==> config.mk <==
export PLATFORM = sky130hd
export DESIGN_NAME = imem_program_loader
export DESIGN_NICKNAME = d
export VERILOG_FILES = /design/src/rtl/imem_program_loader.sv
export SDC_FILE = /design/constraint.sdc
export NUM_CORES = 1
export LEC_CHECK = 0
export ABC_AREA = 0
export ABC_CLOCK_PERIOD_IN_PS = 5000
export BUFFER_PORTS_ARGS = -buffer_cell sky130_fd_sc_hd__buf_2
export CAP_MARGIN = 25
export CORE_ASPECT_RATIO = 0.75
export CORE_UTILIZATION = 55
export CTS_BUF_LIST = sky130_fd_sc_hd__clkbuf_4
export DETAILED_ROUTE_END_ITERATION = 8
export PLACE_DENSITY = 0.84
export REMOVE_ABC_BUFFERS = 1
export SLEW_MARGIN = 10
export SYNTH_ARGS = -nofsm -noshare
export SYNTH_HDL_FRONTEND = slang
export SYNTH_SLANG_ARGS = --single-unit
==> constraint.sdc <==
create_clock -name clk -period 5 [get_ports clk]
set_input_delay 1 -clock clk [delete_from_list [all_inputs] [get_ports clk]]
set_output_delay 1 -clock clk [all_outputs]
set_load 0.1 [all_outputs]
==> src/rtl/imem_program_loader.sv <==
// imem_program_loader
// Streams a program image (header, data words, checksum) from a 32-bit
// valid/ready source into instruction memory, holding the CPU in reset until
// the image checksum matches.
//
// Ports:
//   clk, reset            - clock, synchronous active-high reset
//   in_valid/in_data      - input word stream
//   in_ready              - stream accept (transfer = in_valid & in_ready)
//   reload                - pulse: restart loading from RUN or ERR
//   imem_we/addr/wdata    - instruction memory write port (registered)
//   cpu_reset             - high unless the image is loaded and verified
//   load_error            - high while a load has failed
//   words_loaded          - data words written in the current load
module imem_program_loader #(
    parameter int unsigned ADDR_W = 10
) (
    input  logic              clk,
    input  logic              reset,
    input  logic              in_valid,
    input  logic [31:0]       in_data,
    output logic              in_ready,
    input  logic              reload,
    output logic              imem_we,
    output logic [ADDR_W-1:0] imem_addr,
    output logic [31:0]       imem_wdata,
    output logic              cpu_reset,
    output logic              load_error,
    output logic [15:0]       words_loaded
);

    localparam int unsigned DEPTH_I = 1 << ADDR_W;
    localparam logic [16:0] DEPTH   = 17'(DEPTH_I);

    typedef enum logic [2:0] {
        S_HDR,
        S_LOAD,
        S_CHK,
        S_RUN,
        S_ERR
    } state_t;

    state_t            state;
    state_t            nxt;
    logic [ADDR_W-1:0] addr;
    logic [15:0]       remaining;
    logic [31:0]       sum;

    logic              xfer;
    logic [15:0]       hdr_base;
    logic [15:0]       hdr_count;
    logic [16:0]       hdr_end;
    logic              hdr_bad;

    assign xfer      = in_valid & in_ready;
    assign hdr_base  = in_data[31:16];
    assign hdr_count = in_data[15:0];
    // 17-bit sum so an image ending exactly at DEPTH is representable
    assign hdr_end   = {1'b0, hdr_base} + {1'b0, hdr_count};
    assign hdr_bad   = ({1'b0, hdr_base} >= DEPTH) || (hdr_end > DEPTH);

    // Next-state selection
    always_comb begin
        nxt = state;
        case (state)
            S_HDR: begin
                if (xfer) begin
                    if (hdr_bad)                 nxt = S_ERR;
                    else if (hdr_count == 16'd0) nxt = S_CHK;
                    else                         nxt = S_LOAD;
                end
            end
            S_LOAD:  if (xfer && remaining == 16'd1) nxt = S_CHK;
            S_CHK:   if (xfer) nxt = (in_data == sum) ? S_RUN : S_ERR;
            S_RUN,
            S_ERR:   if (reload) nxt = S_HDR;
            default: nxt = S_HDR;
        endcase
    end

    // State, datapath and registered outputs
    always_ff @(posedge clk) begin
        if (reset) begin
            state        <= S_HDR;
            in_ready     <= 1'b0;
            imem_we      <= 1'b0;
            imem_addr    <= '0;
            imem_wdata   <= '0;
            cpu_reset    <= 1'b1;
            load_error   <= 1'b0;
            words_loaded <= '0;
            addr         <= '0;
            remaining    <= '0;
            sum          <= '0;
        end else begin
            state      <= nxt;
            // Outputs track the state being entered so they line up with it
            in_ready   <= (nxt == S_HDR) || (nxt == S_LOAD) || (nxt == S_CHK);
            cpu_reset  <= (nxt != S_RUN);
            load_error <= (nxt == S_ERR);
            imem_we    <= 1'b0;
            case (state)
                S_HDR: begin
                    if (xfer) begin
                        addr         <= hdr_base[ADDR_W-1:0];
                        remaining    <= hdr_count;
                        sum          <= '0;
                        words_loaded <= '0;
                    end
                end
                S_LOAD: begin
                    if (xfer) begin
                        imem_we      <= 1'b1;
                        imem_addr    <= addr;
                        imem_wdata   <= in_data;
                        // Header check keeps the last write below DEPTH
                        addr         <= addr + ADDR_W'(1);
                        sum          <= sum + in_data;
                        remaining    <= remaining - 16'd1;
                        words_loaded <= words_loaded + 16'd1;
                    end
                end
                S_RUN,
                S_ERR: begin
                    if (reload) words_loaded <= '0;
                end
                default: ;
            endcase
        end
    end

endmodule

Word-level counts from Yosys, hierarchy flattened
Index checks and enable logic that the tools add are counted.
Widths: inputs -> output; s select.
{ "classes": {"n_eq_ne": 13, "reduce_logical": 14, "bitwise": 2, "mux": 22, "magnitude_cmp": 2, "add_sub_neg": 5} }
{ "op_table": {"columns": ["operator", "n"], "rows": [
  ["$mux 16", 5],
  ["$mux 32", 2],
  ["$pmux 32 s2", 1],
  ["$pmux 16 s3", 1],
  ["$add 32x32->32", 1],
  ["$eq 32x32->1", 1],
  ["$pmux 16 s2", 1],
  ["$mux 10", 2],
  ["$pmux 10 s2", 1],
  ["$mux 3", 6],
  ["$add 16x16->17", 1],
  ["$gt 17x11->1 const B", 1],
  ["$add 16x1->16 const B", 1],
  ["$eq 16x1->1 const B", 1],
  ["$ge 16x11->1 const B", 1],
  ["$logic_not 16->1", 1],
  ["$sub 16x1->16 const B", 1],
  ["$pmux 3 s4", 1],
  ["$add 10x1->10 const B", 1],
  ["$eq 3x2->1 const B", 3],
  ["$eq 3x1->1 const B", 2],
  ["$eq 3x3->1 const B", 2],
  ["$logic_not 3->1", 2],
  ["$ne 2x2->1 const B", 3],
  ["other kinds (13)", 16]
]} }
{ "totals": {"regBits": 123, "wordCells": 69} }

Logic depth before layout (Yosys ltp)
{ "depth": {"word_depth": 9, "mapped_depth": 11, "depth_no_buf": 11} }

Worst setup path before layout
No wires, ideal clock.
{ "synth_path": {"path_kind": "input -> register", "start": "in in_data[0]", "end": "reg load_error", "n_path_buf": 0, "arrival_ns": 3.656, "path_stages": 11, "t_required_ns": 4.871, "path_slack_ns": 1.215, "path_cell_list": "ha_1 fa_1 a21o_1 a21oi_2 o21ai_0 a311o_1 o31ai_1 mux2_2 a311o_1 nor4_1 nor3_1"} }
{ "synth_via": {"elab_chain_cells": 7} }
{ "synth_lines": {"columns": ["item", "line_no", "text"], "rows": [
  ["start, declared", "21", "input logic [31:0] in_data,"],
  ["$add 16x16->17", "59", "assign hdr_end = {1'b0, hdr_base} + {1'b0, hdr_count};"],
  ["$gt 17x11->1", "60", "assign hdr_bad = ({1'b0, hdr_base} >= DEPTH) || (hdr_end > DEPTH);"],
  ["$logic_or 1x1->1", "60", null],
  ["$mux 3", "68", "if (hdr_bad) nxt = S_ERR;"],
  ["$mux 3", "67", "if (xfer) begin"],
  ["$pmux 3 s4 (*)", "65", "case (state)"],
  ["$eq 3x3->1 (*)", "100", "load_error <= (nxt == S_ERR);"],
  ["end signal, assigned", "100", null],
  ["end, declared", "28", "output logic load_error,"]
]} }
Mark *: on every way between the ends. The rest lies on a longest branch, timed or not.
A chain may end at the register's enable or synchronous reset.

Worst setup path after layout
Same ends and word-level chain as after synthesis.

==> flow_summary.toml <==
[sta]
holdWs_ps = 461
tns_ps = 0
slew_headroom_pct = 48.4
clock.fmax_mhz = 278
final-hold-violation-count = 0
drv_slew = 0
finalClockSkew_ps = 31.0
rsz0062_at_grt = "no"
min_period_over_period_pct = 72.0
tightest_slew_ps = 764
setup_viol = 0
post-route-min-period_ps = 3600

[cells_and_area]
postLayoutCoreUtil_pct = 64.3
fillers = 1209
areaGrowthSynthToFinish_pct = 12.1
antenna_cells = 0
drive_above_1_share_pct = 14.3
fin_area_sq_um = 8490
nets = 1159

[placement]
io_buffers = 97
routabilityCongestion = 0.941
hpwlAfterDp_mm = 14.9
place_area_sq_um = 8160

[yosys]
netlist_area_sq_um = 7570
seq_area_frac_synth_pct = 32.5
synth_edf_count = 0
ys_types = 65
synth_top_area_share_pct = 32.5
yosys-top-cells-area = "dfxtp_1, ha_1, a21oi_1"
synthArstFlopShare_pct = 0
yosys_warnings = 0
synth_most_common_cell = "nand2_1"
synth_flop_cell = "dfxtp_1"
yosysTopAreaCell = "dfxtp_1"
synth_area_per_cell_sq_um = 7.60
ys_top_cells_by_count = "nand2_1, a21oi_1, dfxtp_1, nor2_1, o21ai_0"
yosys_register_bits = 123
syn_inst = 997

[power_and_ir_drop]
powerDensity_nw_per_um2 = 255
power_leakage_nw = 3.57
ir_drop_uv = 203

[status]
violations = "design-rule violations"
status = "finished with violations"

[setup_path]
slowest_stage = "fa_1"
crit_type = "in -> reg"
cp_common_cell = "a311o_1"
cp_cell_sequence = "buf_2 > ha_1 > fa_1 > a21o_1 > a21oi_2 > o21ai_0 > a311o_1 > o31ai_1 > mux2_2 > a311o_1 > nor4_1 > nor3_1"
path_max_fanout = 5
cp_top_family = "compound AO/OA/AOI/OAI gates"
setup.worst_path.start_class = "primary input"
cp-end-kind = "register"
cp.buffers_inverters = 1
r2r-start = "sum[0]"
ff2ff_setup_slack_ps = 1750
critical_path_required_ps = 5460
crit_path_max_incr_delay_ps = 400
cp.arrival_ps = 4060
reg2reg_to = "sum[28]"
reg2reg_depth = 11

[grt]
grt_overflow = 0
grt_usage_pct = 30.8
grt_pass1_vias = 6900
grt_max_degree = 65
grt_pass1_wl_mm = 35.0
antenna_found_initial = 0

[min_path]
hold_depth = 2
holdPathEnd = "imem_wdata[15]"
min-delay-start = "imem_wdata[15]"
hold_path_class = "reg -> reg"

[drt]
drt_first_pass_iters = 7
postRouteAntennaNets = 0
wire_per_inst_um = 17.2
viasPerCell = 6.18
num_vias = 7755
drc = 1
wirelength_mm = 21.6
drtIter0Drc = 712

[clock_network]
cts_buffer_depth = 2
cts-root-buf = "clkbuf_4"
clk_pin_slew_worst_paths_ps = 130
htreeDepth = 4
cts_tree = "built"
cts_setup_buffers = 0
cts_buffers = 17
clk_latency_ps = 580
cts_sinks = 123
cts_hold_buf = 0
cts_resized = 0

[floorplanning]
die_w_um = 138
start_util_pct = 57.4
num_io_pins = 98
die_h_um = 104
rows = 36
dieArea_sq_um = 14200
core_region_area_sq_um = 13200

[run]
drv_cap = 0
-- worst max path at each step --
stage               depth (start not counted)  startpoint         end
floorplan                                   5    in_ready     sum[24]
global placement                           12  in_data[0]  load_error
detailed placement                         12  in_data[0]  load_error
CTS                                        12  in_data[0]  load_error
global route                               12  in_data[0]  load_error
finish                                     12  in_data[0]  load_error
-- logic make-up after synthesis --
kind of cell    after synthesis  share of synthesized area, %
compound gates              320                          26.7
buf+inv                      74                          3.77
simple gates                382                          22.7
mux                           4                         0.562
flops                       123                          32.5
xor+xnor                     41                          4.74
fa+ha+maj                    53                          8.95
-- cell usage in the layout, fill, tap and decap left out, types with 26 or more instances in the layout --
cell,n
a21o_1,28
a21oi_1,123
buf_2,96
dfxtp_1,123
ha_1,51
nand2_1,159
nand3_1,42
nor2_1,89
o21ai_0,52
xor2_1,26
-- report_power, final --
| group | leakage [nW] | internal [mW] | switching, mW |
|---|---|---|---|
| Sequential | 0.994 | 0.994 | 0.0177 |
| Clock | 0.175 | 0.368 | 0.465 |
| Combinational | 2.40 | 0.108 | 0.215 |
-- state kept, by name, indices dropped and copies added (netlist names) --
name and cells:
imem_wdata 32, state 3, cpu_reset 1, words_loaded 16
imem_we 1, addr 10, imem_addr 10, load_error 1
in_ready 1, sum 32, remaining 16
-- cell type report --
| class | instances | area [sq um] | share of cell area [%] |
|---|---|---|---|
| sequential | 123 | 2460 | 29.0 |
| multi-input combinational | 800 | 4850 | 57.1 |
| tap | 171 | 214 | 2.52 |
| inverter | 22 | 82.6 | 0.972 |
| clock buffer | 17 | 128 | 1.50 |
| clock inverter | 15 | 204 | 2.40 |
| timing repair buffer | 106 | 556 | 6.54 |
-- per-layer routing --
metal / vias to the layer above / global-route usage (%) / routed length (um)
li1: 3785 / - / -
met1: 3599 / 43.9 / 9960
met2: 333 / 46.3 / 9440
met3: 38 / 6.07 / 1820
met4: 0 / 9.18 / 403
met5: - / 0 / 0
-- through the flow --
step	power, mW	setup WS [ps]	instances
floorplan	1.23	-974	945
global placement	1.34	857	1222
detailed placement	1.35	826	1222
CTS	2.17	1420	1254
global route	2.25	1150	1254
finish	2.17	1400	1254
-- tightest hold or removal path: stages (launching register included) --
cell and delay [ps]:
dfxtp_1 330, nand2_1 50, a21oi_1 50
Power figures use the tool's default switching activity.
